<file path="config.mk">
export PLATFORM = sky130hd
export DESIGN_NAME = imm_gen_pipe_flat
export DESIGN_NICKNAME = d
export VERILOG_FILES = /design/src/rtl/imm_gen_pipe_if.sv /design/src/rtl/imm_gen_pipe.sv /design/src/flat_wrapper.sv
export SDC_FILE = /design/constraint.sdc
export NUM_CORES = 1
export LEC_CHECK = 0
export ABC_AREA = 1
export ABC_CLOCK_PERIOD_IN_PS = 2300
export BUFFER_PORTS_ARGS = -buffer_cell sky130_fd_sc_hd__buf_2
export CAP_MARGIN = 20
export CORE_ASPECT_RATIO = 1.4
export CORE_UTILIZATION = 30
export CTS_CLUSTER_DIAMETER = 60
export DETAILED_ROUTE_END_ITERATION = 8
export SKIP_CTS_REPAIR_TIMING = 1
export SYNTH_ARGS = -nofsm -noshare
export SYNTH_HDL_FRONTEND = slang
export SYNTH_SLANG_ARGS = --single-unit
</file>
<file path="constraint.sdc">
create_clock -name clk -period 2.3 [get_ports clk]
set_input_delay 0.23 -clock clk [delete_from_list [all_inputs] [get_ports clk]]
set_output_delay 0.23 -clock clk [all_outputs]
set_load 0.05 [all_outputs]
</file>
<file path="src/rtl/imm_gen_pipe_if.sv">
// Handshake bundle between the instruction register, the immediate generator and its consumer.
// The master modport is the producer/consumer side; the slave modport is the generator side.
interface imm_gen_pipe_if #(
    parameter int XLEN  = 64,
    parameter int CNT_W = 8
);
    logic             in_valid;
    logic             in_ready;
    logic [31:0]      in_instr;
    logic             out_valid;
    logic             out_ready;
    logic [XLEN-1:0]  out_imm;
    logic [2:0]       out_fmt;
    logic             out_err;
    logic [CNT_W-1:0] err_cnt;

    modport master (
        output in_valid, in_instr, out_ready,
        input  in_ready, out_valid, out_imm, out_fmt, out_err, err_cnt
    );

    modport slave (
        input  in_valid, in_instr, out_ready,
        output in_ready, out_valid, out_imm, out_fmt, out_err, err_cnt
    );
endinterface

</file>
<file path="src/rtl/imm_gen_pipe.sv">
// Two-stage pipelined RV32/RV64 immediate generator with a saturating unknown-opcode counter.
// Optional macro IMM_SHAMT_EN: shift-immediate instructions return the zero-extended shamt.
module imm_gen_pipe #(
    parameter int XLEN  = 64,
    parameter int CNT_W = 8
) (
    input  logic          clk,
    input  logic          reset_n,
    imm_gen_pipe_if.slave bus
);
    localparam logic [2:0] FMT_R   = 3'd0;
    localparam logic [2:0] FMT_I   = 3'd1;
    localparam logic [2:0] FMT_S   = 3'd2;
    localparam logic [2:0] FMT_B   = 3'd3;
    localparam logic [2:0] FMT_U   = 3'd4;
    localparam logic [2:0] FMT_J   = 3'd5;
    localparam logic [2:0] FMT_UNK = 3'd7;
    localparam bit         IS64    = (XLEN == 64);

    logic             r_run;
    logic             r_s1_valid;
    logic [31:0]      r_s1_instr;
    logic             r_s2_valid;
    logic [XLEN-1:0]  r_s2_imm;
    logic [2:0]       r_s2_fmt;
    logic             r_s2_err;
    logic [CNT_W-1:0] r_err_cnt;

    logic [6:0]       w_opcode;
    logic [2:0]       w_funct3;
    logic             w_sign;
    logic [31:0]      w_imm32;
    logic [XLEN-1:0]  w_imm;
    logic [2:0]       w_fmt;
    logic             w_err;
    logic             w_s1_ready;
    logic             w_s2_ready;
    logic             w_s12_fire;

    assign w_opcode = r_s1_instr[6:0];
    assign w_funct3 = r_s1_instr[14:12];
    assign w_sign   = r_s1_instr[31];

    always_comb begin
        w_fmt   = FMT_R;
        w_imm32 = 32'd0;
        case (w_opcode)
            7'b0000011, 7'b0010011, 7'b1100111: w_fmt = FMT_I;
            7'b0011011:                         w_fmt = IS64 ? FMT_I : FMT_UNK;
            7'b0100011:                         w_fmt = FMT_S;
            7'b1100011:                         w_fmt = FMT_B;
            7'b0110111, 7'b0010111:             w_fmt = FMT_U;
            7'b1101111:                         w_fmt = FMT_J;
            7'b0110011, 7'b0001111, 7'b1110011: w_fmt = FMT_R;
            7'b0111011:                         w_fmt = IS64 ? FMT_R : FMT_UNK;
            default:                            w_fmt = FMT_UNK;
        endcase

        case (w_fmt)
            FMT_I:   w_imm32 = {{20{w_sign}}, r_s1_instr[31:20]};
            FMT_S:   w_imm32 = {{20{w_sign}}, r_s1_instr[31:25], r_s1_instr[11:7]};
            FMT_B:   w_imm32 = {{19{w_sign}}, r_s1_instr[31], r_s1_instr[7],
                                r_s1_instr[30:25], r_s1_instr[11:8], 1'b0};
            FMT_U:   w_imm32 = {r_s1_instr[31:12], 12'd0};
            FMT_J:   w_imm32 = {{11{w_sign}}, r_s1_instr[31], r_s1_instr[19:12],
                                r_s1_instr[20], r_s1_instr[30:21], 1'b0};
            default: w_imm32 = 32'd0;
        endcase

`ifdef IMM_SHAMT_EN
        // Shift-immediates: bit 30 only selects arithmetic vs logical, so keep just the shamt.
        if ((w_opcode == 7'b0010011 || (w_opcode == 7'b0011011 && IS64)) &&
            (w_funct3 == 3'b001 || w_funct3 == 3'b101)) begin
            if (IS64) begin
                w_imm32 = {26'd0, r_s1_instr[25:20]};
            end else begin
                w_imm32 = {27'd0, r_s1_instr[24:20]};
            end
        end
`endif
    end

    assign w_err = (w_fmt == FMT_UNK);

    genvar gi;
    generate
        for (gi = 32; gi < XLEN; gi = gi + 1) begin : g_sext
            assign w_imm[gi] = w_imm32[31];
        end
    endgenerate
    assign w_imm[31:0] = w_imm32;

    // r_run keeps in_ready low until the first edge after reset release.
    assign w_s2_ready = !r_s2_valid || bus.out_ready;
    assign w_s1_ready = r_run && (!r_s1_valid || w_s2_ready);
    assign w_s12_fire = r_s1_valid && w_s2_ready;

    always_ff @(posedge clk or negedge reset_n) begin
        if (!reset_n) begin
            r_run      <= 1'b0;
            r_s1_valid <= 1'b0;
            r_s1_instr <= 32'd0;
            r_s2_valid <= 1'b0;
            r_s2_imm   <= '0;
            r_s2_fmt   <= FMT_R;
            r_s2_err   <= 1'b0;
            r_err_cnt  <= '0;
        end else begin
            r_run <= 1'b1;
            if (w_s1_ready) begin
                r_s1_valid <= bus.in_valid;
                if (bus.in_valid) begin
                    r_s1_instr <= bus.in_instr;
                end
            end
            if (w_s2_ready) begin
                r_s2_valid <= r_s1_valid;
                if (r_s1_valid) begin
                    r_s2_imm <= w_imm;
                    r_s2_fmt <= w_fmt;
                    r_s2_err <= w_err;
                end
            end
            if (w_s12_fire && w_err && (r_err_cnt != {CNT_W{1'b1}})) begin
                r_err_cnt <= r_err_cnt + CNT_W'(1);
            end
        end
    end

    assign bus.in_ready  = w_s1_ready;
    assign bus.out_valid = r_s2_valid;
    assign bus.out_imm   = r_s2_imm;
    assign bus.out_fmt   = r_s2_fmt;
    assign bus.out_err   = r_s2_err;
    assign bus.err_cnt   = r_err_cnt;
endmodule

</file>
<file path="src/flat_wrapper.sv">
// flat-port wrapper written by rule: the top's interface ports become plain ports
module imm_gen_pipe_flat 
#(
    parameter int XLEN  = 64,
    parameter int CNT_W = 8
)
  (clk, reset_n, bus_in_valid, bus_in_instr, bus_out_ready, bus_in_ready, bus_out_valid, bus_out_imm, bus_out_fmt, bus_out_err, bus_err_cnt);
  imm_gen_pipe_if #(.XLEN(XLEN), .CNT_W(CNT_W)) bus_i ();
  input  logic clk;
  input  logic reset_n;
  input wire logic [$bits(bus_i.in_valid)-1:0] bus_in_valid;
  input wire logic [$bits(bus_i.in_instr)-1:0] bus_in_instr;
  input wire logic [$bits(bus_i.out_ready)-1:0] bus_out_ready;
  output wire logic [$bits(bus_i.in_ready)-1:0] bus_in_ready;
  output wire logic [$bits(bus_i.out_valid)-1:0] bus_out_valid;
  output wire logic [$bits(bus_i.out_imm)-1:0] bus_out_imm;
  output wire logic [$bits(bus_i.out_fmt)-1:0] bus_out_fmt;
  output wire logic [$bits(bus_i.out_err)-1:0] bus_out_err;
  output wire logic [$bits(bus_i.err_cnt)-1:0] bus_err_cnt;
  assign bus_i.in_valid = bus_in_valid;
  assign bus_i.in_instr = bus_in_instr;
  assign bus_i.out_ready = bus_out_ready;
  assign bus_in_ready = bus_i.in_ready;
  assign bus_out_valid = bus_i.out_valid;
  assign bus_out_imm = bus_i.out_imm;
  assign bus_out_fmt = bus_i.out_fmt;
  assign bus_out_err = bus_i.out_err;
  assign bus_err_cnt = bus_i.err_cnt;
  imm_gen_pipe #(.XLEN(XLEN), .CNT_W(CNT_W)) u_core (.clk(clk), .reset_n(reset_n), .bus(bus_i));
endmodule
</file>
Word level (Yosys, flattened, before mapping)
Index checks and enable logic that the tools add are counted.
{"block": "classes", "add_sub_neg": 1, "n_mux": 2, "eq_ne": 20, "reduce_logical": 13}
{"operator": "case mux 32 bit (5 select lines)", "n": 1}
{"operator": "== test 7 x 6 -> 1 bit, second input constant", "n": 4}
{"operator": "== test 7 bit, second input constant", "n": 4}
{"operator": "== test 7 x 5 -> 1 bit, second input constant", "n": 3}
{"operator": "case mux 3 bit (6 select lines)", "n": 1}
{"operator": "== test 3 bit, second input constant", "n": 3}
{"operator": "adder 8 x 1 -> 8 bit, second input constant", "n": 1}
{"operator": "inequality test 8 bit, second input constant", "n": 1}
{"operator": "OR reduction 4 bit", "n": 2}
{"operator": "== test 7 x 2 -> 1 bit, second input constant", "n": 1}
{"operator": "== test 7 x 4 -> 1 bit, second input constant", "n": 1}
{"operator": "== test 3 x 2 -> 1 bit, second input constant", "n": 2}
{"operator": "logical AND 1 bit", "n": 4}
{"operator": "AND reduction 2 bit", "n": 2}
{"operator": "== test 3 x 1 -> 1 bit, second input constant", "n": 1}
{"operator": "logical NOT 1 bit", "n": 2}
{"operator": "logical OR 1 bit", "n": 2}
{"operator": "OR reduction 2 bit", "n": 1}
{"block": "totals", "regBits": 79}

Depth between registers and ports, before layout
Gate-level depths: netlist (run 1).
{"block": "depth", "depth_word": 6, "ltp_mapped": 12, "depth_no_buf": 11}

Worst setup path after synthesis (run 1)
OpenSTA, ideal clock, no wires.
{"block": "synth_timing", "path_type": "register to register", "start": "register u_core.r_s2_valid (netlist: u_core.bus.out_valid)", "end": "register u_core.r_s1_instr[12]", "stages_incl_launch_ff": 9, "required_ns": 2.175, "arrival_time_ns": 1.916, "n_path_buf": 1, "setup_slack_ns": 0.259, "setup_ns": 0.125, "path_cell_list": "dfrtp_1 inv_1 nor2_1 nand2_1 nand2_1 inv_1 nand2_1 buf_4 mux2_2"}
{"block": "synth_via", "elab_chain_cells": 5}
{"item": "from (decl)", "line": "imm_gen_pipe.sv:23", "text": "logic r_s2_valid;"}
{"item": "from (signal assigned)", "line": "imm_gen_pipe.sv:117", "text": "r_s2_valid <= r_s1_valid;"}
{"item": "logical NOT 1 bit", "line": "imm_gen_pipe.sv:94", "text": "assign w_s2_ready = !r_s2_valid || bus.out_ready;"}
{"item": "logical OR 1 bit", "line": "imm_gen_pipe.sv:94"}
{"item": "logical OR 1 bit", "line": "imm_gen_pipe.sv:95", "text": "assign w_s1_ready = r_run && (!r_s1_valid || w_s2_ready);"}
{"item": "logical AND 1 bit", "line": "imm_gen_pipe.sv:95"}
{"item": "via bus_in_ready", "line": "flat_wrapper.sv:14", "text": "output wire logic [$bits(bus_i.in_ready)-1:0] bus_in_ready;"}
{"item": "AND reduction 2 bit (no line)"}
{"item": "to (signal assigned)", "line": "imm_gen_pipe.sv:113", "text": "r_s1_instr <= bus.in_instr;"}
{"item": "to (decl)", "line": "imm_gen_pipe.sv:22", "text": "logic [31:0] r_s1_instr;"}
The timed path passes the listed nets, and every way through them passes these cells.
A chain may end at the register's enable or synchronous reset.

Worst setup path after layout (run 1)
{"block": "layout_timing", "start": "register, netlist name u_core.bus.out_imm[31]", "end": "output bus_out_imm[39]"}
{"item": "to (decl)", "line": "flat_wrapper.sv:16", "text": "output wire logic [$bits(bus_i.out_imm)-1:0] bus_out_imm;"}
No word-level cell between the ends.

==> metrics.md, run 1 <==
| Metric | Value |
|---|---|
| Outcome | finished clean |
| Crit path required time | 2.07 ns |
| Vias in the first global route | 2966 |
| Setup TNS | 0 ns |
| Root Driver | clkbuf_16 |
| IO Count | 114 |
| Worst hold start | bus_out_ready |
| Total Routing Usage GR | 0.139 |
| Clock Sink Count | 79 |
| Synthesized area | 3920 um^2 |
| GR Overflow Total | 0 |
| Die ar. | 13500 um^2 |
| Die Wd | 98.6 um |
| Post-synthesis sequential element count | 79 |
| Initial core utilization | 0.306 |
| Max Fclk | 566 MHz |
| Initial antenna violation count | 0 |
| Worst-path clk slew | 0.06 ns |
| Crit path time final | 1.77 ns |
| Die Span Y | 137 um |
| Largest net degree at the start of global routing | 49 |
| Worst-margin pin slew | 0.726 ns |
| Unique masters post-synth | 28 |
| Core ar. | 12800 um^2 |
| Crit path max-delay family | flip-flops |
| Dpl hpwl | 6690 um |
| Port bufs | 113 |
| Initial detailed-routing violation count | 130 |
| WP buf/inv | 1 |
| First drt pass iteration count | 4 |
| CP arrival | 1.54 ns |
| Worst R2R End | u_core.bus.out_imm[20] |
| LEAKAGE | 2.64 nW |
| RSZ-0062 raised after global routing | false |
| Core Rows | 49 |
| Number of vias per cell | 4.57 |
| Hold WC Path Type | in -> reg |
| Multi-input gate area | 1480 um^2 |
| Layout cell share with drive strength beyond 1 | 0.352 |
| Worst slew margin | 0.516 |
| Startpoint types | flip-flop |
| Final Util | 0.361 |
| Slew Limit Fails | 0 |
| RePlAce Congestion | 0.884 |
| DRC Markers | 0 |
| Period utilization | 0.768 |
| Slowest CP cell | dfrtp_1 |
| Crit path capture type | output pin |
| CP Cell Sequence | buf_2 |
| Slack of the worst reg-to-reg path | 0.61 ns |
| Critical path startpoint | u_core.bus.out_imm[31] |
| Max clock buf depth | 2 |
| PD cells | 976 nW/um^2 |
| Synthesized Nets | 472 |
| Design area | 4620 um^2 |
| Storage element area | 1980 um^2 |
| First-pass GRT wire length | 14600 um |
| Mapped Cells | 435 |
| CP max FO | 34 |
| Skew-Pair Late Insertion Delay | 0.33 ns |
| Crit path largest cell delay | 0.81 ns |
| Sequential element share of the synthesized area | 0.504 |
| Final setup fails | 0 |
| Detailed-route wire length per cell | 13.4 um |
| Final Non-Filler Cells | 675 |
| Reg2reg start | u_core.r_s1_instr[4] |
| Syn. warnings | 0 |
| Routed Antenna Nets | 0 |
| CTS Buf Count | 9 |
| Dpl cells | 658 |
| Crit path capture | bus_out_imm[39] |
| Peak supply drop | 796 uV |
| CTS tree | built |
| H-tree level count | 3 |
| Crit path depth | 1 |
| Syn Area/Cell | 9.02 um^2 |
| Max cap viols | 0 |
| Clock skew | 0.00621 ns |
| Reg2Reg Depth | 10 |
| CP Class | reg -> out |
| WL final | 9050 um |
| Fin nets | 554 |
| Fill count | 1287 |
| Antenna diode count | 0 |
| Cell Area, Placed | 4350 um^2 |
| Final hold violation count | 0 |
| Vias | 3082 |
| Layout area overhead | 17.9% |
-- kinds of logic (layout without fill, tap and decap cells) --
| group | after synthesis | after routing | synth area share |
|---|---|---|---|
| other | 1 | 1 | 0.000956 |
| AO/OA/AOI/OAI | 29 | 29 | 0.0376 |
| AND/OR/NAND/NOR | 227 | 227 | 0.258 |
| adder cells (fa/ha/maj) | 1 | 1 | 0.00319 |
| XOR/XNOR | 6 | 6 | 0.0134 |
| buffers and inverters | 70 | 157 | 0.120 |
| multiplexers | 22 | 22 | 0.0632 |
| flip-flops | 79 | 79 | 0.504 |
-- through the flow --
stage / total power, W / worst slack [ns] / hold WS [ns]
6_report: 0.00451 / 0.533 / 0.121
5_1_grt: 0.00476 / 0.374 / 0.114
4_1_cts: 0.00456 / 0.477 / -0.162
3_5_place_dp: 0.00327 / 0.597 / 0.198
3_3_place_gp: 0.00324 / 0.615 / 0.196
2_1_floorplan: 0.00299 / 0.259 / -0.0656
-- worst min-delay path by stage --
stage / depth (start not counted) / slack, ns / to
after floorplan: 0 / -0.07 / u_core.bus.err_cnt[0]
after global placement: 1 / 0.20 / u_core.bus.out_imm[28]
after detailed placement: 1 / 0.20 / u_core.bus.out_imm[28]
after CTS: 1 / -0.16 / u_core.bus.out_imm[7]
after global routing: 2 / 0.11 / u_core.r_s1_instr[27]
final: 2 / 0.12 / u_core.bus.out_valid
-- report_power, final --
group	total (W)	switching [W]	internal (W)	leakage (nW)
clock	0.00128	0.000552	0.000731	0.129
combinational	0.00142	0.00106	0.000356	1.52
sequential	0.00182	0.000201	0.00162	0.999
total	0.00451	0.00181	0.00270	2.64
-- synthesized netlist by cell type --
library cell / n / share of area
nand2_4: 3 / 0.0086
nand2_2: 17 / 0.027
buf_2: 2 / 0.0026
inv_2: 2 / 0.0019
nor2_1: 24 / 0.023
conb_1: 1 / 0.00096
nor2_4: 2 / 0.0057
nor2_2: 3 / 0.0048
clkbuf_8: 5 / 0.018
nor3_4: 1 / 0.0041
dfrtp_1: 79 / 0.50
dlymetal6s2s_1: 1 / 0.0032
o21ai_0: 14 / 0.018
nand2_1: 146 / 0.14
nand3_2: 1 / 0.0026
ha_1: 1 / 0.0032
mux2_2: 22 / 0.063
nand3_1: 14 / 0.018
a21oi_1: 14 / 0.018
xnor2_1: 1 / 0.0022
inv_1: 20 / 0.019
buf_6: 2 / 0.0057
nor3_1: 4 / 0.0051
clkbuf_1: 3 / 0.0029
nand4_1: 12 / 0.019
xor2_1: 5 / 0.011
o21a_1: 1 / 0.0019
buf_4: 35 / 0.067
-- routing by layer --
layer,wire (um),global-route usage,up-vias
li1,-,-,1512
met1,3810,0.160,1467
met2,4600,0.240,89
met3,432,0.0330,14
met4,201,0.0730,0
met5,0,0,-
-- area by class of cell --
| class | count | area share |
|---|---|---|
| Clock buffer | 11 | 0.0503 |
| Clock inverter | 5 | 0.00758 |
| Inverter | 22 | 0.0179 |
| Multi-Input combinational cell | 286 | 0.320 |
| Sequential cell | 79 | 0.427 |
| Tap cell | 153 | 0.0414 |
| Timing Repair Buffer | 119 | 0.136 |
-- state kept, by name (all words and copies together) (netlist names) --
name	count
u_core.bus.out_err	1
u_core.r_s1_instr	32
u_core.bus.err_cnt	8
u_core.bus.out_fmt	3
u_core.bus.out_valid	1
u_core.bus.out_imm	32
u_core.r_s1_valid	1
u_core.r_run	1
-- layout by cell type (no fill, tap or decap) --
cell type | netlist | routed
nand4_1 | 12 | 12
nand2_2 | 17 | 17
nor3_4 | 1 | 1
buf_12 | 0 | 1
clkinvlp_4 | 0 | 1
inv_2 | 2 | 2
clkbuf_16 | 0 | 9
clkbuf_1 | 3 | 2
o21a_1 | 1 | 1
nand2_4 | 3 | 3
ha_1 | 1 | 1
dlygate4sd3_1 | 0 | 1
nor3_1 | 4 | 4
nand3_1 | 14 | 14
nor2_4 | 2 | 2
xnor2_1 | 1 | 1
buf_4 | 35 | 5
clkinv_4 | 0 | 2
inv_1 | 20 | 20
nand3_2 | 1 | 1
nand2_1 | 146 | 146
nor2_1 | 24 | 23
conb_1 | 1 | 1
buf_2 | 2 | 112
dfrtp_1 | 79 | 79
mux2_2 | 22 | 22
a21oi_1 | 14 | 14
o21ai_0 | 14 | 14
nor2_2 | 3 | 4
xor2_1 | 5 | 5
clkinv_2 | 0 | 2
No activity file was read; power rests on OpenSTA's default activity.
==> inputs of run 2 (changes only) <==
Settings changed: ABC_CLOCK_PERIOD_IN_PS 2300 to 1700.
Clock period 2.3 ns to 1.7 ns, I/O delays scaled along.
==> run 2 against run 1 <==
Core utilization up 1.2 points. Via count up 0.65%. Worst setup slack worse by 0.41 ns. Clock-buffer cell count unchanged. Largest power group unchanged. Highest routed layer unchanged.
==> metrics.md, run 2 (synthesis gave the netlist of run 1 again) <==
| Metric | Value |
|---|---|
| Outcome | finished clean (unchanged) |
| Crit path time final | 1.58 ns |
| Flop pwr share | 0.380 (was 0.402) |
| Clock Sink Count | 79 (unchanged) |
| Worst-path clk slew | 0.06 ns (about the same) |
| Storage element area | 1980 um^2 (about the same) |
| Skew-Pair Late Insertion Delay | 0.33 ns (about the same) |
| Final setup fails | 0 (unchanged) |
| Reg2reg start | u_core.bus.out_valid (was u_core.r_s1_instr[4]) |
| Initial core utilization | 0.306 (unchanged) |
| Fill count | 1287 (unchanged) |
| Total Routing Usage GR | 0.144 (was 0.139) |
| Final Non-Filler Cells | 682 (was 675) |
| WL final | 9280 um (was 9050 um) |
| Hold WC Path Type | in -> reg (unchanged) |
| Antenna diode count | 0 (unchanged) |
| Die Wd | 98.6 um (unchanged) |
| Worst Hold End | u_core.r_s1_instr[30] (was u_core.bus.out_valid) |
| Clock skew | 0.00495 ns (was 0.00621 ns) |
| Slack of the worst reg-to-reg path | 0.13 ns (was 0.61 ns) |
| H-tree level count | 3 (unchanged) |
| Crit path required time | 1.53 ns (was 2.07 ns) |
| Core ar. | 12800 um^2 (unchanged) |
| Combinational share of power | 0.307 (was 0.314) |
| Die Span Y | 137 um (unchanged) |
| Number of vias per cell | 4.55 (was 4.57) |
| IO Count | 114 (unchanged) |
| Initial antenna violation count | 0 (unchanged) |
| Setup TNS | 0 ns (unchanged) |
| Vias in the first global route | 3051 (was 2966) |
| Power share of the clock group | 0.313 (was 0.284) |
| Layout cell share with drive strength beyond 1 | 0.380 (was 0.352) |
| Core Rows | 49 (unchanged) |
| GR Overflow Total | 0 (unchanged) |
| Largest net degree at the start of global routing | 41 (was 49) |
| Max Fclk | 633 MHz |
| Max cap viols | 0 (unchanged) |
| Routed Antenna Nets | 0 (unchanged) |
| Int Power | 0.00402 W (was 0.00270 W) |
| Port bufs | 113 (unchanged) |
| Peak supply drop | 840 uV (was 796 uV) |
| First drt pass iteration count | 4 (unchanged) |
| Dpl cells | 664 (was 658) |
| Dpl hpwl | 6870 um (was 6690 um) |
| DRC Markers | 0 (unchanged) |
| Final Util | 0.373 (was 0.361) |
| RSZ-0062 raised after global routing | false (unchanged) |
| CTS Buf Count | 9 (unchanged) |
| Max clock buf depth | 2 (unchanged) |
| Sw frac | 0.378 (was 0.401) |
| Switching pwr | 0.00244 W (was 0.00181 W) |
| CTS tree | built (unchanged) |
| Commonest non-fill, non-tap cell in the layout | nand2_1 (unchanged) |
| CP arrival | 1.41 ns (was 1.54 ns) |
| Startpoint types | flip-flop (unchanged) |
| Multi-input gate area | 1520 um^2 (was 1480 um^2) |
| Final hold violation count | 0 (unchanged) |
| First-pass GRT wire length | 15100 um (was 14600 um) |
| Layout area overhead | 21.7% (was 17.9%) |
| Initial detailed-routing violation count | 144 (was 130) |
| Fin nets | 562 (was 554) |
| Place WS | 0.0345 ns (was 0.597 ns) |
| Crit path capture type | output pin (unchanged) |
| Slew Limit Fails | 0 (unchanged) |
| Vias | 3102 (was 3082) |
| Most frequent cells in the layout | nand2_1 (144), buf_2 (112), dfrtp_1 (77) (was nand2_1 (146), buf_2 (112), dfrtp_1 (79)) |
| PD cells | 1350 nW/um^2 (was 976 nW/um^2) |
| Reg2Reg Depth | 7 (was 10) |
| Detailed-route wire length per cell | 13.6 um (was 13.4 um) |
| Die ar. | 13500 um^2 (unchanged) |
| CP Class | reg -> out (unchanged) |
| LEAKAGE | 2.71 nW (was 2.64 nW) |
| Final setup margin | 0.121 ns (was 0.533 ns) |
| Total Power | 0.00646 W (was 0.00451 W) |
| Root Driver | clkbuf_16 (unchanged) |
| WHS Path Cells | 2 (unchanged) |
| Worst R2R End | u_core.r_s1_instr[23] (was u_core.bus.out_imm[20]) |
| Period utilization | 0.929 |
| CP max FO | 3 (was 34) |
| Worst hold start | bus_in_instr[30] (was bus_out_ready) |
| RePlAce Congestion | 0.901 (was 0.884) |
run 2: cell type report:
type | instances | area share
clock buffers | 11 | 0.0508
clock inverters | 4 | 0.0147
inverters | 22 | 0.0181
multi-input cells | 286 | 0.318
flip-flops and latches | 79 | 0.415
well taps | 153 | 0.0401
repair buffers | 127 | 0.144
run 2: worst max-delay path by stage:
stage	startpoint	end	slack (ns)	depth (start not counted)
CTS	u_core.bus.out_valid	u_core.r_s1_instr[9]	0.03	9
global route	u_core.bus.out_valid	u_core.r_s1_instr[6]	0.006	9
finish	u_core.bus.out_valid	bus_in_ready	0.12	6
floorplan	u_core.bus.out_valid	u_core.r_s1_instr[12]	-0.18	8
detailed placement	u_core.bus.out_valid	u_core.r_s1_instr[23]	0.03	7
global placement	u_core.r_s1_instr[4]	u_core.bus.out_imm[29]	0.12	10
run 2: layer usage:
metal	vias up	wire (um)	track usage
li1	1533	-	-
met1	1472	3690	0.166
met2	84	4950	0.252
met3	13	456	0.0386
met4	0	181	0.0638
met5	-	0	0
run 2: worst max-delay path: stages (launching register included):
cell        delay (ns)
dfrtp_2           0.36
inv_2             0.04
nor2_2            0.13
nand2_1           0.08
nand2_2           0.08
clkinvlp_4        0.14
buf_2             0.25
run 2: power groups by stage:
stage | logic, W | registers (W) | clock network (W)
2_1_floorplan | 0.00107 | 0.00298 | 0
3_3_place_gp | 0.00193 | 0.00247 | 0
3_5_place_dp | 0.00197 | 0.00248 | 0
4_1_cts | 0.00197 | 0.00245 | 0.00207
5_1_grt | 0.00214 | 0.00250 | 0.00216
6_report | 0.00198 | 0.00245 | 0.00202
run 2: through the flow:
stage / hold slack [ns] / instance area [um^2]
3_5_place_dp: 0.163 / 4400
2_1_floorplan: -0.126 / 3950
4_1_cts: -0.195 / 4710
5_1_grt: 0.0514 / 4770
6_report: 0.0690 / 4770
3_3_place_gp: 0.152 / 4400
